### config.mk
export PLATFORM = sky130hd
export DESIGN_NAME = hazard_ctrl_unit_5s
export DESIGN_NICKNAME = d
export VERILOG_FILES = /design/src/rtl/hazard_ctrl_unit_5s.sv
export SDC_FILE = /design/constraint.sdc
export NUM_CORES = 1
export LEC_CHECK = 0
export ABC_AREA = 0
export CAP_MARGIN = 20
export CORE_MARGIN = 8
export CORE_UTILIZATION = 32
export CTS_CLUSTER_DIAMETER = 100
export DETAILED_ROUTE_END_ITERATION = 10
export PLACE_DENSITY = 0.9
export SYNTH_ARGS = -nofsm -noshare
export SYNTH_HDL_FRONTEND = slang
export SYNTH_SLANG_ARGS = --single-unit
### constraint.sdc
create_clock -name clk -period 2.1 [get_ports clk]
set_clock_uncertainty 0.1 [all_clocks]
set_input_delay 0.42 -clock clk [delete_from_list [all_inputs] [get_ports clk]]
set_output_delay 0.42 -clock clk [all_outputs]
set_load 0.005 [all_outputs]
### src/rtl/hazard_ctrl_unit_5s.sv
// hazard_ctrl_unit_5s: forwarding, ID bypass, load-use stall and branch flush control for a 5-stage pipeline
// Ports:
//   clk, rst_n                          clock (rising edge), asynchronous active-low reset
//   i_id_rs1/i_id_rs2                   source registers of the instruction in ID
//   i_ex_rs1/i_ex_rs2/i_ex_rd           sources and destination of the instruction in EX
//   i_ex_rb_wr/i_ex_dm_rd               EX writes regfile / EX is a load
//   i_mem_rd/i_mem_rb_wr                MEM destination and write enable
//   i_wb_rd/i_wb_rb_wr                  WB destination and write enable
//   i_pc_sel                            branch/jump taken, resolved in EX
//   o_fwd_a/o_fwd_b                     EX operand select: 00 regfile, 01 EX/MEM, 10 MEM/WB
//   o_byp_a_d/o_byp_b_d                 ID operand takes WB write data
//   o_stall/o_flush_if_id/o_flush_id_ex pipeline-register controls
//   o_stall_cnt/o_flush_cnt             perf counters, live only with HAZARD_PERF_CNT_EN defined
module hazard_ctrl_unit_5s #(
  parameter int REG_AW        = 5,
  parameter int LOAD_STALL_CY = 1,
  parameter int FLUSH_CY      = 1,
  parameter int CNT_W         = 32
) (
  input  logic              clk,
  input  logic              rst_n,
  input  logic [REG_AW-1:0] i_id_rs1,
  input  logic [REG_AW-1:0] i_id_rs2,
  input  logic [REG_AW-1:0] i_ex_rs1,
  input  logic [REG_AW-1:0] i_ex_rs2,
  input  logic [REG_AW-1:0] i_ex_rd,
  input  logic              i_ex_rb_wr,
  input  logic              i_ex_dm_rd,
  input  logic [REG_AW-1:0] i_mem_rd,
  input  logic              i_mem_rb_wr,
  input  logic [REG_AW-1:0] i_wb_rd,
  input  logic              i_wb_rb_wr,
  input  logic              i_pc_sel,
  output logic [1:0]        o_fwd_a,
  output logic [1:0]        o_fwd_b,
  output logic              o_byp_a_d,
  output logic              o_byp_b_d,
  output logic              o_stall,
  output logic              o_flush_if_id,
  output logic              o_flush_id_ex,
  output logic [CNT_W-1:0]  o_stall_cnt,
  output logic [CNT_W-1:0]  o_flush_cnt
);
  localparam int MAX_CY = (LOAD_STALL_CY > FLUSH_CY) ? LOAD_STALL_CY : FLUSH_CY;
  localparam int CW = $clog2(MAX_CY + 1);
  localparam logic [CW-1:0] LS_INIT = CW'(LOAD_STALL_CY - 1);
  localparam logic [CW-1:0] FL_INIT = CW'(FLUSH_CY - 1);
  typedef enum logic [1:0] {RUN, LSTALL, FLUSH} state_t;
  state_t r_state, w_state_nxt;
  logic [CW-1:0] r_cnt, w_cnt_nxt;
  logic w_mem_a, w_mem_b, w_wb_a, w_wb_b, w_byp_a, w_byp_b, w_lu_haz;
  logic w_stall, w_flush_if_id, w_flush_id_ex;
  logic [1:0] w_fwd_a, w_fwd_b;
  assign w_mem_a  = i_mem_rb_wr & (i_mem_rd != '0) & (i_mem_rd == i_ex_rs1);
  assign w_mem_b  = i_mem_rb_wr & (i_mem_rd != '0) & (i_mem_rd == i_ex_rs2);
  assign w_wb_a   = i_wb_rb_wr & (i_wb_rd != '0) & (i_wb_rd == i_ex_rs1);
  assign w_wb_b   = i_wb_rb_wr & (i_wb_rd != '0) & (i_wb_rd == i_ex_rs2);
  assign w_byp_a  = i_wb_rb_wr & (i_wb_rd != '0) & (i_wb_rd == i_id_rs1);
  assign w_byp_b  = i_wb_rb_wr & (i_wb_rd != '0) & (i_wb_rd == i_id_rs2);
  assign w_lu_haz = i_ex_dm_rd & i_ex_rb_wr & (i_ex_rd != '0) & ((i_ex_rd == i_id_rs1) | (i_ex_rd == i_id_rs2));
  // the younger result (EX/MEM) wins over MEM/WB
  assign w_fwd_a  = w_mem_a ? 2'b01 : w_wb_a ? 2'b10 : 2'b00;
  assign w_fwd_b  = w_mem_b ? 2'b01 : w_wb_b ? 2'b10 : 2'b00;
  always_ff @(posedge clk or negedge rst_n) begin
    if (!rst_n) begin
      r_state <= RUN;
      r_cnt   <= '0;
    end else begin
      r_state <= w_state_nxt;
      r_cnt   <= w_cnt_nxt;
    end
  end
  // a taken branch overrides everything, including an open stall or flush window
  always_comb begin
    w_state_nxt   = r_state;
    w_cnt_nxt     = r_cnt;
    w_stall       = 1'b0;
    w_flush_if_id = 1'b0;
    w_flush_id_ex = 1'b0;
    if (i_pc_sel) begin
      w_flush_if_id = 1'b1;
      w_flush_id_ex = 1'b1;
      w_state_nxt   = (FLUSH_CY > 1) ? FLUSH : RUN;
      w_cnt_nxt     = (FLUSH_CY > 1) ? FL_INIT : r_cnt;
    end else if (r_state == FLUSH) begin
      w_flush_if_id = 1'b1;
      w_flush_id_ex = 1'b1;
      w_cnt_nxt     = r_cnt - CW'(1);
      w_state_nxt   = (r_cnt == CW'(1)) ? RUN : FLUSH;
    end else if (r_state == LSTALL) begin
      w_stall       = 1'b1;
      w_flush_id_ex = 1'b1;
      w_cnt_nxt     = r_cnt - CW'(1);
      w_state_nxt   = (r_cnt == CW'(1)) ? RUN : LSTALL;
    end else if (w_lu_haz) begin
      w_stall       = 1'b1;
      w_flush_id_ex = 1'b1;
      w_state_nxt   = (LOAD_STALL_CY > 1) ? LSTALL : RUN;
      w_cnt_nxt     = (LOAD_STALL_CY > 1) ? LS_INIT : r_cnt;
    end
  end
  // outputs forced low while reset is held, independent of the clock
  assign o_fwd_a       = {2{rst_n}} & w_fwd_a;
  assign o_fwd_b       = {2{rst_n}} & w_fwd_b;
  assign o_byp_a_d     = rst_n & w_byp_a;
  assign o_byp_b_d     = rst_n & w_byp_b;
  assign o_stall       = rst_n & w_stall;
  assign o_flush_if_id = rst_n & w_flush_if_id;
  assign o_flush_id_ex = rst_n & w_flush_id_ex;
`ifdef HAZARD_PERF_CNT_EN
  logic [CNT_W-1:0] r_stall_cnt, r_flush_cnt;
  always_ff @(posedge clk or negedge rst_n) begin
    if (!rst_n) begin
      r_stall_cnt <= '0;
      r_flush_cnt <= '0;
    end else begin
      r_stall_cnt <= r_stall_cnt + CNT_W'(w_stall);
      r_flush_cnt <= r_flush_cnt + CNT_W'(i_pc_sel);
    end
  end
  assign o_stall_cnt = r_stall_cnt;
  assign o_flush_cnt = r_flush_cnt;
`else
  assign o_stall_cnt = '0;
  assign o_flush_cnt = '0;
`endif
endmodule
==> results of run 1 <==
where the power goes:
part	internal [uW]	switching, uW	total [uW]
combinational	175	165	340
clock	129	38.0	167
sequential	60.3	1.78	62.1
total	365	204	569
path summary, 6_finish.rpt:
path,endpoint,cells after the start
setup / recovery,o_fwd_a[1],6
hold / removal,r_state[1],2
setup reg to reg,r_state[1],5
hold reg to reg,r_cnt,2
max in group asynchronous,r_cnt,2
min in group clk,r_cnt,2
timing repair:
item	in CTS	in global routing
setup endpoints to repair	9	8
buffers inserted	6	2
gates resized for setup	139	23
pin swaps	22	17
hold buffers	0	0
final cells by class:
| type | instances | area, sq um |
|---|---|---|
| multi-input cells | 150 | 1080 |
| inverters | 3 | 11.3 |
| flip-flops and latches | 3 | 75.1 |
| repair buffers | 94 | 766 |
| clock buffers | 4 | 45.0 |
| diodes | 1 | 2.50 |
| fillers | 352 | 1900 |
| well taps | 50 | 62.6 |
metal layers:
metal  track usage  vias to the layer above  share of wire
met4        0.0500                        0          0.030
met3        0.0214                       12          0.072
li1              -                      594              -
met1         0.120                      591           0.34
met2         0.254                       74           0.56
met5             0                        -              0
per-stage QoR:
stage          utilization  setup WS (ps)  hold slack, ps  setup TNS [ps]
2_1_floorplan            -           42.4            24.4               0
3_3_place_gp         0.469           -886             478           -6540
3_5_place_dp         0.469           -926             493           -6870
4_1_cts              0.493           -250             163            -990
5_1_grt              0.518           -239             162           -1320
6_report             0.518           -195             151           -1010
state kept, by name (all words and copies together), names as in the netlist:
| register | count |
|---|---|
| r_state | 2 |
| r_cnt | 1 |
cells by family (layout without fill, tap and decap cells):
logic type      after synthesis  after routing  share of synthesized area
fa+ha+maj                     2              2                     0.0195
other cells                   1             65                    0.00292
xor+xnor                     41             41                      0.279
simple gates                 33             33                      0.162
compound gates                8              8                     0.0613
mux                           2              2                     0.0156
flops                         3              3                     0.0584
buf+inv                      72            101                      0.401
cell usage in the layout, fill, tap and decap left out, types with 2 or more instances in the layout:
cell type	Yosys	layout
a32oi_1	2	2
and2_1	2	2
buf_2	2	13
buf_4	64	37
buf_6	0	15
clkbuf_2	2	4
clkbuf_8	0	3
clkdlybuf4s15_1	0	3
clkdlybuf4s15_2	0	2
clkdlybuf4s50_1	0	5
conb_1	1	64
dfrtp_1	3	3
dlygate4sd2_1	0	15
ha_1	2	2
inv_1	3	3
mux2i_1	2	2
nand2_1	5	5
nand3_1	6	4
nand3_2	0	2
nor2_1	3	3
nor3b_1	2	2
nor4_2	2	2
nor4_4	0	4
or4_4	1	5
xnor2_1	23	19
xnor2_2	0	3
xor2_1	18	18
worst max-delay path, delay by kind of cell:
family,cells,cell delay (ps)
AOI/OAI and AO/OA,1,200
and+or+nand+nor,3,880
buffers and inverters,2,260
==> qor.yml, run 1 <==
finalMaxSlewViolations: 0
insertion_delay_ps: 220
design_area_sq_um: 2040
power.total_uw: 569
grt_overflow: 0
synthTopCellsByArea: "buf_4 37%, xnor2_1 16%, xor2_1 12%"
rows: 23
hold_class: "in2async"
tritoncts: "built"
port_buffers: 50
critPathMaxStageDelay_ps: 530
synth_edf_count: 0
ir_worst_vdd_v: 0.000151
grt_antenna_before_repair: 1
synth_top_area_frac: 0.374
finalHoldViolCount: 0
fmax_ghz: 0.436
remaining_drc_errors: 0
ys.warnings.count: 0
r2r_slack_ps: 680
cap_violations: 0
vias: 1271
seq_area_frac_synth: 0.0584
rsz0062_at_grt: "yes"
start_util: 0.326
ant_nets: 0
r2r-start: "r_state[0]"
routed_wl_mm: 4.42
post_drt_wl_per_cell_um: 14.5
final_cells: 305
powerDensity_nw_per_um2: 279
first_pass_iters: 4
failed_checks: "setup timing"
area_growth_syn_to_layout_pct: 58.9
dp_hpwl_mm: 3.56
crit_path_start_kind: "input pin"
ios: 115
final_nets: 299
grt_pass1_vias: 1449
crit_type: "in2out"
synth_cells: 162
place_inst: 292
synthArstFlopShare: 1.00
h-tree-depth: 1
setup_viol: 8
p_leak_uw: 0.00101
startpoint: "i_mem_rd[1]"
syn_area_sq_um: 1280
drive_above_1_share: 0.374
clock_sinks: 3
path_max_fanout: 2
cp.arrival_ps: 1770
slowest_stage: "or4_4"
avgSynthCellArea_sq_um: 7.93
grtUsageTotal: 0.125
synth-main-ff-cell: "dfrtp_1"
synth_cell_type_count: 31
die_w_um: 79.4
min_period_ps: 2290
cp.required_ps: 1580
grt_max_degree: 9
die_h_um: 79.4
core-area_sq_um: 3940
setup_ws_ps: -195
path_cells: "buf_6 > or4_4 > o21ai_4 > nor4_4 > nor4_4 > buf_2"
outcome: "finished, violations left"
root_buffer: "clkbuf_8"
path_common_cell: "nor4_4"
cts_buffer_depth: 2
synth_seq_cells: 3
end_kind: "output port"
grt_first_pass_wirelength_mm: 6.47
yosys.area.top_type: "buf_4"
gp_congestion: 0.932
first_iter_violations: 20
fin_crit_sh: 1.09
synth_common_cells: "64 x buf_4, 23 x xnor2_1, 18 x xor2_1"
clk_pin_slew_ps: 30
yosysMostFrequentCell: "buf_4"
numCtsBuffers: 3
dieArea_sq_um: 6300
vias_per_cell: 4.17
place_area_sq_um: 1850
Power figures use the tool's default switching activity.
==> inputs of run 2 (changes only) <==
SETUP_SLACK_MARGIN = 0.1   (was not set)
==> qor.yml, run 2 (synthesized netlist as in run 1, its figures left out) <==
insertion_delay_ps: 220  # about the same
tritoncts: "built"
clk_pin_slew_ps: 30  # about the same
root_buffer: "clkbuf_8"
die_h_um: 79.4  # unchanged
crit_path_start_kind: "input pin"
failed_checks: "setup timing"
ant_nets: 0  # unchanged
grt_overflow: 0  # unchanged
cts_buffer_depth: 2  # unchanged
cts_hold_buf: 0  # unchanged
final_common_cell: "conb_1"
remaining_drc_errors: 0  # unchanged
ios: 115  # unchanged
start_util: 0.326  # unchanged
r2r_slack_ps: 740  # +60 ps
slowest_stage: "or4_4"
vias_per_cell: 4.00  # -4.1%
h-tree-depth: 1  # unchanged
final_nets: 298  # -0.33%
ir_worst_vdd_v: 0.000178  # +18%
cp.arrival_ps: 1810  # +40 ps
hold_class: "in2async"
dieArea_sq_um: 6300  # unchanged
largest_registers: "r_state: 2 flops, r_cnt: 1 flops"
crit_type: "in2out"
largest_reg_flops: 2  # unchanged
reg2regPathDepth: 5  # unchanged
powerDensity_nw_per_um2: 278  # -0.23%
first_pass_iters: 4  # unchanged
fin_hold_ws_ps: 179  # +27.6 ps
critPathTopFamily: "simple AND/OR/NAND/NOR gates"
core-area_sq_um: 3940  # unchanged
routed_wl_mm: 4.34  # -1.8%
rows: 23  # unchanged
drive_above_1_share: 0.368  # -0.00643
path_cells: "buf_6 > or4_4 > o21ai_4 > nor4_4 > nor4_2 > buf_2"
numCtsBuffers: 3  # unchanged
finalMaxSlewViolations: 0  # unchanged
die_w_um: 79.4  # unchanged
area_growth_syn_to_layout_pct: 55.6
cp.required_ps: 1580  # about the same
min_period_ps: 2330  # +32.9 ps
finalHoldViolCount: 0  # unchanged
path_max_fanout: 2  # unchanged
gp_congestion: 0.845  # -9.3%
grt_max_degree: 9  # unchanged
critPathMaxStageDelay_ps: 530  # about the same
dp_hpwl_mm: 3.75  # +5.3%
grt_antenna_before_repair: 0  # -1
power.total_uw: 556  # -2.3%
grt_pass1_vias: 1400  # -3.4%
port_buffers: 50  # unchanged
first_iter_violations: 8  # -60%
clock_sinks: 3  # unchanged
largest-register: "r_state"
fmax_ghz: 0.430  # -1.4%
n_antenna_cell: 0  # -1
setup_ws_ps: -228  # -32.9 ps
outcome: "finished, violations left"
cp.depth: 6  # unchanged
p_leak_uw: 0.00100  # -1.0%
final_cell_mix: "64 x conb_1, 40 x buf_4, 19 x xnor2_1, 17 x xor2_1, 16 x buf_2"
post_drt_wl_per_cell_um: 14.3  # -1.1%
end_kind: "output port"
grt_first_pass_wirelength_mm: 6.53  # +1.1%
setup_viol: 8  # unchanged
fin_crit_sh: 1.11  # +0.0157
cap_violations: 0  # unchanged
vias: 1211  # -4.7%
grtUsageTotal: 0.129  # +0.00358
crit_buf_inv: 2  # unchanged
rsz0062_at_grt: "yes"
-- run 2: cell types whose count changed in the layout (fill, tap and decap cells not counted), sizes merged --
cell	before	now
clkdlybuf4s50	5	3
dlygate4sd2	15	12
clkbuf	8	6
diode	1	0
clkdlybuf4s15	5	9
buf	65	66
dlymetal6s2s	0	1
-- run 2: through the flow --
| step | utilization | instance area, sq um | instances | TNS [ps] | setup slack (ps) |
|---|---|---|---|---|---|
| after floorplan | - | 1540 | 225 | 0 | 42.4 |
| after global placement | 0.477 | 1880 | 296 | -6720 | -848 |
| after detailed placement | 0.477 | 1880 | 296 | -7330 | -933 |
| after CTS | 0.487 | 1920 | 302 | -921 | -276 |
| after global routing | 0.507 | 2000 | 303 | -1120 | -243 |
| final | 0.507 | 2000 | 303 | -863 | -228 |
-- run 2: cell type report --
cell class              instances  area (sq um)
multi-input cells             150          1060
well taps                      50          62.6
fillers                       391          1940
flip-flops and latches          3          75.1
clock buffers                   4          45.0
inverters                       3          11.3
repair buffers                 93           747
-- run 2: timing repair --
item / 4_1_cts / 5_1_grt
pin swaps: 24 / 14
buffers inserted: 2 / 1
gates resized for setup: 142 / 22
endpoints found under the setup margin: 11 / 9
cloned: 0 / 0
-- run 2: metal layers --
layer	GRT usage	vias up	wire length, um
met1	0.119	548	1460
met2	0.254	66	2390
met4	0.0648	0	116
met5	0	-	0
li1	-	589	-
met3	0.0315	8	376
-- run 2: path summary, 6_finish.rpt --
kind,from,endpoint
setup reg to reg,r_state[0],r_state[1]
setup / recovery,i_mem_rd[4],o_fwd_a[1]
max in group asynchronous,rst_n,r_cnt
min in group clk,r_cnt,r_cnt
hold / removal,rst_n,r_state[0]
hold reg to reg,r_cnt,r_cnt
-- run 2: power breakdown --
part	switching, uW	leakage [uW]	internal, uW
registers	1.98	0.0000396	60.3
clock network	41.2	0.0000228	130
logic	155	0.000939	168
total	198	0.00100	358
==> inputs of run 3 (changes only) <==
ABC_AREA = not set   (was 0)
==> results of run 3 <==
The final DEF is identical to that of run 2; final timing and power are the same.
